===== src/rtl/mas_mul_vedic_pipe_pkg.sv =====
// mas_mul_pkg: shared types and elaboration helpers for the pipelined Vedic multiplier
package mas_mul_pkg;
    typedef enum logic {MODE_UNSIGNED = 1'b0, MODE_SIGNED = 1'b1} mode_e;
    function automatic bit is_pow2(int v);
        return v > 0 && (v & (v - 1)) == 0;
    endfunction
endpackage


===== src/rtl/mas_mul_vedic_pipe_if.sv =====
// mas_mul_vedic_pipe_if: operand/result valid-ready bundle for the Vedic multiplier
interface mas_mul_vedic_pipe_if #(parameter int WIDTH = 8, parameter int TAG_W = 4);
    logic               in_valid;
    logic               in_ready;
    logic [WIDTH-1:0]   in1;
    logic [WIDTH-1:0]   in2;
    logic               in_signed;
    logic [TAG_W-1:0]   in_tag;
    logic               out_valid;
    logic               out_ready;
    logic [2*WIDTH-1:0] res;
    logic [TAG_W-1:0]   out_tag;
    modport master (output in_valid, in1, in2, in_signed, in_tag, out_ready,
                    input in_ready, out_valid, res, out_tag);
    modport slave (input in_valid, in1, in2, in_signed, in_tag, out_ready,
                   output in_ready, out_valid, res, out_tag);
endinterface


===== src/rtl/mas_mul_vedic_nxn.sv =====
// mas_mul_vedic_nxn: recursive combinational Urdhva-Tiryagbhyam N x N unsigned multiplier
module mas_mul_vedic_nxn #(parameter int N = 4) (
    input  logic [N-1:0]   a,
    input  logic [N-1:0]   b,
    output logic [2*N-1:0] p
);
    if (N == 2) begin : g_base
        logic c_lo, c_hi, k, hh;
        assign c_lo = a[1] & b[0];
        assign c_hi = a[0] & b[1];
        assign k    = c_lo & c_hi;
        assign hh   = a[1] & b[1];
        assign p    = {hh & k, hh ^ k, c_lo ^ c_hi, a[0] & b[0]};
    end else begin : g_rec
        localparam int H = N / 2;
        logic [N-1:0] pll, plh, phl, phh;
        logic [N:0]   mid;
        mas_mul_vedic_nxn #(.N(H)) u_ll (.a(a[H-1:0]), .b(b[H-1:0]), .p(pll));
        mas_mul_vedic_nxn #(.N(H)) u_lh (.a(a[H-1:0]), .b(b[N-1:H]), .p(plh));
        mas_mul_vedic_nxn #(.N(H)) u_hl (.a(a[N-1:H]), .b(b[H-1:0]), .p(phl));
        mas_mul_vedic_nxn #(.N(H)) u_hh (.a(a[N-1:H]), .b(b[N-1:H]), .p(phh));
        // Cross sum keeps its carry so the middle column never overflows
        assign mid = {1'b0, plh} + {1'b0, phl};
        assign p   = {{N{1'b0}}, pll} + ({{(N-1){1'b0}}, mid} << H) + {phh, {N{1'b0}}};
    end
endmodule


===== src/rtl/mas_mul_vedic_pipe.sv =====
// mas_mul_vedic_pipe: 2-stage pipelined Vedic multiplier, signed/unsigned per beat, valid/ready flow
module mas_mul_vedic_pipe
    import mas_mul_pkg::*;
#(
    parameter int WIDTH = 8,
    parameter int TAG_W = 4
) (
    input logic                 clk,
    input logic                 rst_n,
    mas_mul_vedic_pipe_if.slave bus
);
    localparam int H = WIDTH / 2;
    typedef struct packed {
        logic             neg;
        logic [TAG_W-1:0] tag;
    } side_t;

    if (!is_pow2(WIDTH) || WIDTH < 4) begin : g_bad_width
        $error("mas_mul_vedic_pipe: WIDTH must be a power of two >= 4");
    end

    mode_e                    mode;
    logic [WIDTH-1:0]         a_mag, b_mag;
    logic [3:0][WIDTH-1:0]    pp, pp_d, pp_q;
    side_t                    side_in, side_d, side_q;
    logic                     s1_valid_d, s1_valid_q, s2_valid_d, s2_valid_q;
    logic                     adv1, adv2, in_ready;
    logic [WIDTH:0]           mid;
    logic [2*WIDTH-1:0]       prod, res_d, res_q;
    logic [TAG_W-1:0]         out_tag_d, out_tag_q;

    assign mode = mode_e'(bus.in_signed);

    // Partial products: index bit 0 picks a's high half, bit 1 picks b's high half
    for (genvar i = 0; i < 4; i++) begin : g_pp
        mas_mul_vedic_nxn #(.N(H)) u_pp (
            .a (i % 2 == 1 ? a_mag[WIDTH-1:H] : a_mag[H-1:0]),
            .b (i / 2 == 1 ? b_mag[WIDTH-1:H] : b_mag[H-1:0]),
            .p (pp[i])
        );
    end

    // Sign folding, handshake decisions and next-state for both stages
    always_comb begin
        a_mag       = (mode == MODE_SIGNED && bus.in1[WIDTH-1]) ? -bus.in1 : bus.in1;
        b_mag       = (mode == MODE_SIGNED && bus.in2[WIDTH-1]) ? -bus.in2 : bus.in2;
        side_in.neg = (mode == MODE_SIGNED) && (bus.in1[WIDTH-1] ^ bus.in2[WIDTH-1]);
        side_in.tag = bus.in_tag;
        adv2        = s1_valid_q && (!s2_valid_q || bus.out_ready);
        in_ready    = !s1_valid_q || adv2;
        adv1        = bus.in_valid && in_ready;
        s1_valid_d  = adv1 || (s1_valid_q && !adv2);
        s2_valid_d  = adv2 || (s2_valid_q && !bus.out_ready);
        pp_d        = adv1 ? pp : pp_q;
        side_d      = adv1 ? side_in : side_q;
        mid         = {1'b0, pp_q[1]} + {1'b0, pp_q[2]};
        prod        = {{WIDTH{1'b0}}, pp_q[0]} + ({{(WIDTH-1){1'b0}}, mid} << H) + {pp_q[3], {WIDTH{1'b0}}};
        res_d       = adv2 ? (side_q.neg ? -prod : prod) : res_q;
        out_tag_d   = adv2 ? side_q.tag : out_tag_q;
    end

    // Control and output registers: reset drops every in-flight beat
    always_ff @(posedge clk or negedge rst_n) begin
        if (!rst_n) begin
            s1_valid_q <= 1'b0;
            s2_valid_q <= 1'b0;
            res_q      <= '0;
            out_tag_q  <= '0;
        end else begin
            s1_valid_q <= s1_valid_d;
            s2_valid_q <= s2_valid_d;
            res_q      <= res_d;
            out_tag_q  <= out_tag_d;
        end
    end

    // Stage-1 data: meaningful only while s1_valid_q is set, so no reset
    always_ff @(posedge clk) begin
        pp_q   <= pp_d;
        side_q <= side_d;
    end

    assign bus.in_ready  = in_ready;
    assign bus.out_valid = s2_valid_q;
    assign bus.res       = res_q;
    assign bus.out_tag   = out_tag_q;
endmodule


===== src/flat_wrapper.sv =====
// flat-port wrapper written by rule: the top's interface ports become plain ports
module mas_mul_vedic_pipe_flat import mas_mul_pkg::*;
#(
    parameter int WIDTH = 8,
    parameter int TAG_W = 4
)
  (clk, rst_n, bus_in_valid, bus_in1, bus_in2, bus_in_signed, bus_in_tag, bus_out_ready, bus_in_ready, bus_out_valid, bus_res, bus_out_tag);
  mas_mul_vedic_pipe_if #(.WIDTH(WIDTH), .TAG_W(TAG_W)) bus_i ();
  input logic clk;
  input logic rst_n;
  input wire logic [$bits(bus_i.in_valid)-1:0] bus_in_valid;
  input wire logic [$bits(bus_i.in1)-1:0] bus_in1;
  input wire logic [$bits(bus_i.in2)-1:0] bus_in2;
  input wire logic [$bits(bus_i.in_signed)-1:0] bus_in_signed;
  input wire logic [$bits(bus_i.in_tag)-1:0] bus_in_tag;
  input wire logic [$bits(bus_i.out_ready)-1:0] bus_out_ready;
  output wire logic [$bits(bus_i.in_ready)-1:0] bus_in_ready;
  output wire logic [$bits(bus_i.out_valid)-1:0] bus_out_valid;
  output wire logic [$bits(bus_i.res)-1:0] bus_res;
  output wire logic [$bits(bus_i.out_tag)-1:0] bus_out_tag;
  assign bus_i.in_valid = bus_in_valid;
  assign bus_i.in1 = bus_in1;
  assign bus_i.in2 = bus_in2;
  assign bus_i.in_signed = bus_in_signed;
  assign bus_i.in_tag = bus_in_tag;
  assign bus_i.out_ready = bus_out_ready;
  assign bus_in_ready = bus_i.in_ready;
  assign bus_out_valid = bus_i.out_valid;
  assign bus_res = bus_i.res;
  assign bus_out_tag = bus_i.out_tag;
  mas_mul_vedic_pipe #(.WIDTH(WIDTH), .TAG_W(TAG_W)) u_core (.clk(clk), .rst_n(rst_n), .bus(bus_i));
endmodule

===== config.mk =====
export PLATFORM = sky130hd
export DESIGN_NAME = mas_mul_vedic_pipe_flat
export DESIGN_NICKNAME = d
export VERILOG_FILES = /design/src/rtl/mas_mul_vedic_pipe_pkg.sv /design/src/rtl/mas_mul_vedic_pipe_if.sv /design/src/rtl/mas_mul_vedic_nxn.sv /design/src/rtl/mas_mul_vedic_pipe.sv /design/src/flat_wrapper.sv
export SDC_FILE = /design/constraint.sdc
export NUM_CORES = 1
export LEC_CHECK = 0
export ABC_CLOCK_PERIOD_IN_PS = 9200
export BUFFER_PORTS_ARGS = -buffer_cell sky130_fd_sc_hd__buf_2
export CAP_MARGIN = 10
export CORE_MARGIN = 1
export CORE_UTILIZATION = 41
export CTS_BUF_LIST = sky130_fd_sc_hd__clkbuf_4 sky130_fd_sc_hd__clkbuf_8
export DETAILED_ROUTE_END_ITERATION = 6
export PLACE_DENSITY = 0.66
export SLEW_MARGIN = 20
export SYNTH_ARGS = -nofsm -noshare
export SYNTH_HDL_FRONTEND = slang
export SYNTH_HIERARCHICAL = 1
export SYNTH_SLANG_ARGS = --single-unit

===== constraint.sdc =====
create_clock -name clk -period 9.2 [get_ports clk]
set_clock_uncertainty 0.2 [all_clocks]
set_input_delay 2.3 -clock clk [delete_from_list [all_inputs] [get_ports clk]]
set_output_delay 2.3 -clock clk [all_outputs]
set_load 0.02 [all_outputs]

==> key figures, run 1 <==
Run status
  • Run status: finished clean

Layout
  • Most frequent cells in the layout: ha_1 (90), and2_1 (68), buf_2 (46), inv_1 (37), edfxtp_1 (37)
  • Most common cell after layout, fill and taps aside: ha_1
  • Reg area: 1662 sq um
  • Share of post-route cells with drive strength above 1: 14.50%
  • # fillers: 1224
  • Area growth syn-to-layout: 11.65%
  • N_diodes: 0
  • Final std cells w/o fill: 765
  • Area of the multi-input gates: 3561 sq um
  • Final #Nets: 713

Setup path
  • Crit end category: register
  • Worst path max stage delay: 720 ps
  • Crit-path most repeated cell: ha_1
  • Req. time, crit path: 9080 ps
  • CP bufs+invs: 1
  • Critical path class: primary input to register
  • Worst Setup EP: u_core/pp_q[23]
  • CP top delay family: compound AO/OA/AOI/OAI gates
  • Worst path slowest cell: a21boi_0
  • CP cell instances: buf_2 -> nor4_1 -> nand3b_1 -> a21boi_0 -> and2_1 -> ha_1 -> ha_1 -> a21o_1 -> a21oi_1 -> xnor2_1 -> ha_1 -> o21ai_0 -> o21bai_1 -> a21oi_2 -> xnor2_1
  • Crit path depth: 15
  • Crit path launch: bus_in2[4]
  • FF-to-FF Start: u_core/pp_q[8]
  • Reg2Reg Depth: 18
  • Flop2flop setup slack: 4990 ps
  • Crit-path max FO: 8
  • WP data arrival: 5730 ps
  • CP Launch Type: primary input
  • Worst R2R End: u_core/bus.res[14]

Timing
  • RSZ-0062 raised after global routing: no
  • Pins Over Slew Limit: 0
  • Tmin final: 5849 ps
  • Final setup vio count: 0
  • Max_slew headroom: 34.35%
  • Setup slack after layout: 3351 ps
  • Final hold vios: 0
  • Period Utilization, post-route: 63.58%
  • Hold WS: 270.3 ps
  • Slew @ Worst Pin: 982.4 ps
  • FMAX: 171.0 MHz
  • Setup TNS: 0 ps

Drt
  • WL final: 9980 um
  • Antenna violation net count after detailed routing: 0
  • Via Count: 3859
  • Avg WL per Cell: 13.05 um
  • Drt first pass iters: 4
  • DR DRC count: 0
  • Vias per inst: 5.044
  • Initial DRC Count: 167

Synth
  • Post-synth top flop: edfxtp_1
  • Synth async-reset ratio: 37.29%
  • Synth top area cells: ha_1 (21%), edfxtp_1 (21%), dfrtp_1 (10%), and2_1 (7.9%), xnor2_1 (5.7%)
  • Register area share after synthesis: 30.88%
  • Post-Synthesis Cell Area: 5381 sq um
  • Top cell type's share of synthesized area: 20.93%
  • Syn avg cell area: 10.06 sq um
  • Number of distinct library cells after synthesis: 50
  • Syn_nets: 660
  • Number of synthesized flops with an enable pin: 37
  • Register bit total from synthesis: 59
  • Yosys warns: 6
  • Cell taking the most area after synthesis: ha_1
  • Cells after synthesis: 535

Power and ir drop
  • Reg power frac: 27.4%
  • Pleak: 2.950 nW
  • Logic pwr share: 56.3%
  • Clk pwr share: 16.3%
  • Cell internal pwr: 0.8334 mW
  • Sw Share: 40.73%
  • Psw: 0.5726 mW
  • Peak supply drop: 0.09682 mV
  • Power Density: 234.0 nW/um^2

Floorplanning
  • Site Rows: 41
  • Die X: 116.6 um
  • DIE HEIGHT: 116.6 um
  • Core Region: 12720 sq um
  • Total die area: 13590 sq um
  • Io pins: 47
  • Initial Util: 42.30%

Min path
  • HP Start: u_core/bus.res[10]
  • Hold crit path type: register to register

Global route
  • GRT Residual Overflow: 0
  • Initial antenna violation count: 0
  • Pin count of the biggest net entering global routing: 38
  • Vias in the first global route: 3956
  • Total GRT Usage: 16.00%
  • First-pass GRT wire length: 17130 um

Clocking
  • Worst-path clk slew: 70 ps
  • TritonCTS clock tree: done
  • Post-CTS Setup Bufs: 0
  • Worst-Skew Late Latency: 340 ps
  • Total CTS buffers: 9
  • Max Buffers Root-to-Sink: 2
  • Clk sink count: 59
  • H-tree depth: 3
  • Root buffer cell: clkbuf_8
  • CTS resizes: 0
  • Post-CTS Hold Buffers: 0

Run
  • Maxcap violations: 0

Placement
  • Port buffer count: 46
  • Place WS: 3053 ps
  • Final Wtd Congestion: 0.7889
  • DP Cell Count: 749
  • DP HPWL: 8294 um
[routing by layer]
metal | up-vias | wire length (um) | GRT usage (%)
met1 | 1786 | 4867 | 19.35
met5 | - | 0 | 0
met3 | 15 | 313 | 2.906
met4 | 0 | 170 | 5.063
li1 | 1992 | - | -
met2 | 66 | 4629 | 28.68
[metrics by stage]
step	power [mW]	instance area [sq um]	util, %
after floorplan	1.010	5381	-
after global placement	1.164	5814	45.70
after detailed placement	1.181	5814	45.70
after CTS	1.418	6008	47.23
after global routing	1.539	6008	47.23
final	1.406	6008	47.23
[sequential cells by signal, indices dropped and copies added, names as in the netlist]
name and cells:
u_core/s1_valid_q 1, u_core/bus.out_tag 4, u_core/bus.out_valid 1, u_core/side_q 5, u_core/pp_q 32, u_core/bus.res 16
[synthesized netlist by cell type (all sizes together), types with 5 or more instances]
cell type and n:
and2 68, dfrtp 22, a21o 23, inv 37
ha 90, fa 10, nor2 16, a21oi 30
o21ai 33, xnor2 35, xor2 26, nor3 6
nand2b 5, nor2b 5, a211oi 8, nand2 27
edfxtp 37, mux2 6, o21bai 7
[how the worst min path moves through the flow]
stage	end	slack [ps]	cells past startpoint
2_1_floorplan	u_core/bus.out_tag[0]	260	1
3_3_place_gp	u_core/bus.res[7]	260	2
3_5_place_dp	u_core/bus.res[7]	270	2
4_1_cts	u_core/bus.res[7]	280	2
5_1_grt	u_core/bus.res[5]	290	2
6_report	u_core/bus.res[10]	270	2
[final cells by class]
| type | count | area share [%] |
|---|---|---|
| clock buffers | 13 | 2.561 |
| multi-input cells | 434 | 59.27 |
| inverters | 37 | 2.312 |
| flip-flops and latches | 59 | 27.66 |
| well taps | 172 | 3.582 |
| repair buffers | 47 | 3.957 |
| clock inverters | 3 | 0.6664 |
[power by group through the flow]
stage          clock network, mW  logic, mW  registers [mW]
2_1_floorplan                  0      0.583           0.427
3_3_place_gp                   0      0.776           0.388
3_5_place_dp                   0      0.789           0.392
4_1_cts                    0.236      0.795           0.387
5_1_grt                    0.246      0.899           0.393
6_report                   0.229      0.792           0.386
[cell families (layout without fill, tap and decap cells)]
logic type      count (synthesis)  after routing  share of synthesized area [%]
compound gates                122            122                          15.39
xor+xnor                       61             61                          9.928
fa+ha+maj                     100            100                          24.65
buf+inv                        42            100                          2.953
flops                          59             59                          30.88
mux                             7              7                          1.441
simple gates                  144            144                          14.76
[tightest hold or removal path: stages, from the launching register on]
cell     delay [ps]
dfrtp_1         340
nand2_1          40
o21ai_0          50
Power figures use the tool's default switching activity.
==> run 2, diff against run 1 <==
- ABC_AREA: unset -> 1
- ABC_CLOCK_PERIOD_IN_PS: 9200 -> 4700
- PLACE_DENSITY: 0.66 -> 0.68
- clock period: 9.2 -> 4.7 ns (I/O delays scaled with it)
==> run 2 against run 1 <==
  * Die area is 7.1% higher
  * Cell area is 9.2% higher
  * First-iteration DRC count is 27% higher
  * Via count is 21% higher
  * Critical path type unchanged
  * Largest cell class unchanged
==> key figures, run 2 <==
Run status
  • Run status: finished clean

Timing
  • FMAX: 232.5 MHz
  • Max_slew headroom: 56.90%
  • Pins Over Slew Limit: 0
  • Final setup vio count: 0
  • Hold WS: 247.7 ps
  • Setup TNS: 0 ps
  • Period Utilization, post-route: 91.50%
  • Final hold vios: 0
  • Slew @ Worst Pin: 641.9 ps
  • RSZ-0062 raised after global routing: no
  • Tmin final: 4301 ps

Floorplanning
  • Io pins: 47
  • DIE HEIGHT: 120.6 um
  • Die X: 120.6 um
  • Core Region: 13510 sq um
  • Initial Util: 42.71%
  • Total die area: 14550 sq um
  • Site Rows: 42

Synth
  • Fraction of the mapped netlist area in simple logic gates: 25.25%
  • Compound-gate portion of the synthesized area: 5.141%
  • Cells after synthesis: 761
  • Number of synthesized flops with an enable pin: 37
  • Synth top area cells: ha_1 (20%), edfxtp_1 (19%), nand2_1 (15%), inv_1 (9.9%), dfrtp_1 (9.5%)
  • Syn avg cell area: 7.580 sq um
  • Synth async-reset ratio: 37.29%
  • Register area share after synthesis: 28.81%
  • Cell taking the most area after synthesis: ha_1
  • Register bit total from synthesis: 59
  • Mux contribution to synthesized area: 0%
  • Post-synth top flop: edfxtp_1
  • Number of distinct library cells after synthesis: 34
  • Syn_nets: 886
  • Post-Synthesis Cell Area: 5768 sq um
  • Post-Synth Adder-Cell Area: 22.99%
  • Post-synth top cells: nand2_1 (228), inv_1 (152), ha_1 (90), nand3_1 (41), edfxtp_1 (37)
  • Post-Synth XOR/XNOR Area: 6.985%
  • Combinational family with the most area after synthesis: simple AND/OR/NAND/NOR gates
  • Yosys warns: 6
  • Top cell type's share of synthesized area: 19.52%
  • Most frequent cell after synthesis: nand2_1

Clocking
  • TritonCTS clock tree: done
  • Post-CTS Hold Buffers: 0
  • Worst-path clk slew: 70 ps
  • Post-CTS Setup Bufs: 0
  • Root buffer cell: clkbuf_8
  • Total CTS buffers: 9
  • Max Buffers Root-to-Sink: 2
  • H-tree depth: 3
  • Worst-Skew Late Latency: 340 ps
  • CTS resizes: 0
  • Clk sink count: 59

Layout
  • Reg area: 1662 sq um
  • # fillers: 1348
  • Most frequent cells in the layout: nand2_1 (228), inv_1 (152), ha_1 (90), buf_2 (46), nand3_1 (41)
  • Most common cell after layout, fill and taps aside: nand2_1
  • Cell area after layout: 6561 sq um
  • Share of post-route cells with drive strength above 1: 13.72%
  • Top reg by flops: u_core/pp_q
  • N_diodes: 0
  • Area of the multi-input gates: 3482 sq um
  • Final #Nets: 958
  • Max reg flops: 32
  • Area growth syn-to-layout: 13.75%

Global route
  • Total GRT Usage: 16.47%
  • Vias in the first global route: 4584
  • First-pass GRT wire length: 19490 um
  • GRT Residual Overflow: 0
  • Pin count of the biggest net entering global routing: 38
  • Initial antenna violation count: 0

Setup path
  • Crit path depth: 20
  • Crit end category: register
  • Worst path slowest cell: ha_1
  • Worst R2R End: u_core/bus.res[15]
  • Crit path launch: bus_in2[0]
  • Worst path max stage delay: 350 ps
  • Flop2flop setup slack: 1210 ps
  • WP data arrival: 4180 ps
  • CP cell instances: buf_2 -> inv_1 -> ha_1 -> nor3b_1 -> nand2_1 -> nand2_1 -> xor2_1 -> inv_1 -> nand2_1 -> inv_1 -> ha_1 -> ha_1 -> ha_1 -> a21oi_1 -> nand2_1 -> xor2_1 -> ha_1 -> a21oi_1 -> nand2_1 -> xor2_1
  • FF-to-FF Start: u_core/pp_q[10]
  • CP Launch Type: primary input
  • Crit-path max FO: 5
  • CP top delay family: adder cells
  • Worst Setup EP: u_core/pp_q[30]
  • Critical path class: primary input to register
  • CP bufs+invs: 4
  • Req. time, crit path: 4580 ps
  • Reg2Reg Depth: 24

Drt
  • Antenna violation net count after detailed routing: 0
  • Vias per inst: 4.607
  • Drt first pass iters: 5
  • Avg WL per Cell: 10.68 um
  • Via Count: 4672
  • DR DRC count: 0
  • WL final: 10830 um
  • Initial DRC Count: 212

Power and ir drop
  • Power Density: 434.2 nW/um^2
  • Pleak: 3.957 nW
  • Peak supply drop: 0.1845 mV

Placement
  • Port buffer count: 46
  • Post-DP Area: 6345 sq um
  • DP HPWL: 8992 um
  • Final Wtd Congestion: 0.8199

Min path
  • Hold crit path type: register to register

Run
  • Maxcap violations: 0
==> run 2: changes by cell type after synthesis, moves of 15 or more <==
| cell | delta |
|---|---|
| and2_1 | -68 |
| a21o_1 | -17 |
| nand3_1 | +37 |
| nand2_1 | +201 |
| o21ai_0 | -15 |
| inv_1 | +115 |
| xnor2_1 | -19 |
==> run 2: layer usage <==
| layer | vias up | track usage [%] | wire length (um) |
|---|---|---|---|
| met2 | 86 | 29.45 | 5116 |
| met1 | 2056 | 20.55 | 5265 |
| li1 | 2526 | - | - |
| met5 | - | 0 | 0 |
| met4 | 0 | 3.627 | 48 |
| met3 | 4 | 2.877 | 402 |
==> run 2: cell families (layout without fill, tap and decap cells) <==
family                   after synthesis  in the layout
flip-flops                            59             59
adder cells (fa/ha/maj)              100            100
buffers and inverters                166            243
AND/OR/NAND/NOR                      337            337
AO/OA/AOI/OAI                         53             53
XOR/XNOR                              46             46
==> run 2: how the worst min path moves through the flow <==
stage / start / endpoint / slack, ps / depth (start not counted)
finish: u_core/side_q[0] / u_core/bus.out_tag[0] / 250 / 2
global route: u_core/side_q[2] / u_core/bus.out_tag[2] / 280 / 2
CTS: u_core/side_q[0] / u_core/bus.out_tag[0] / 250 / 2
detailed placement: u_core/side_q[0] / u_core/bus.out_tag[0] / 240 / 2
global placement: u_core/side_q[3] / u_core/bus.out_tag[3] / 240 / 2
floorplan: u_core/side_q[0] / u_core/bus.out_tag[0] / 220 / 2
==> run 2: cell type report <==
cell class | instances | area share [%]
flip-flops and latches | 59 | 25.32
well taps | 176 | 3.356
inverters | 162 | 9.268
clock buffers | 9 | 1.888
multi-input cells | 536 | 53.07
clock inverters | 7 | 1.411
repair buffers | 65 | 5.683
==> run 2: per-stage QoR <==
step / power, mW / util [%] / std cells / setup WS [ps]
after detailed placement: 2.358 / 46.98 / 998 / 19.92
after global placement: 2.335 / 46.98 / 998 / 81.15
after floorplan: 2.004 / - / 761 / 359.2
after CTS: 2.876 / 48.58 / 1014 / 380.9
final: 2.849 / 48.58 / 1014 / 399.5
after global routing: 3.145 / 48.58 / 1014 / 42.01
==> run 2: worst reg2reg max path: stages, from the launching register on <==
cell and delay [ps]:
edfxtp_1 390, ha_1 370, a21oi_1 170, nand2_1 100, a21o_1 160, nand2_1 50
nand2_1 80, a21oi_1 120, or2_2 130, nand2_1 40, nand2_1 50, nand2_1 50
ha_1 350, nand2_1 140, inv_1 50, a21oi_1 170, nand3_1 130, nand2_1 140
nand2_1 80, nor2_1 120, nand2_1 70, nand2_1 60, nand2_1 50, nand3_1 60
nand2_1 60
==> run 2: report_power, final <==
part	switching (mW)	internal, mW	leakage, nW	total (mW)
combinational	1.00	0.595	3.23	1.59
sequential	0.0563	0.695	0.627	0.752
clock	0.206	0.296	0.101	0.502
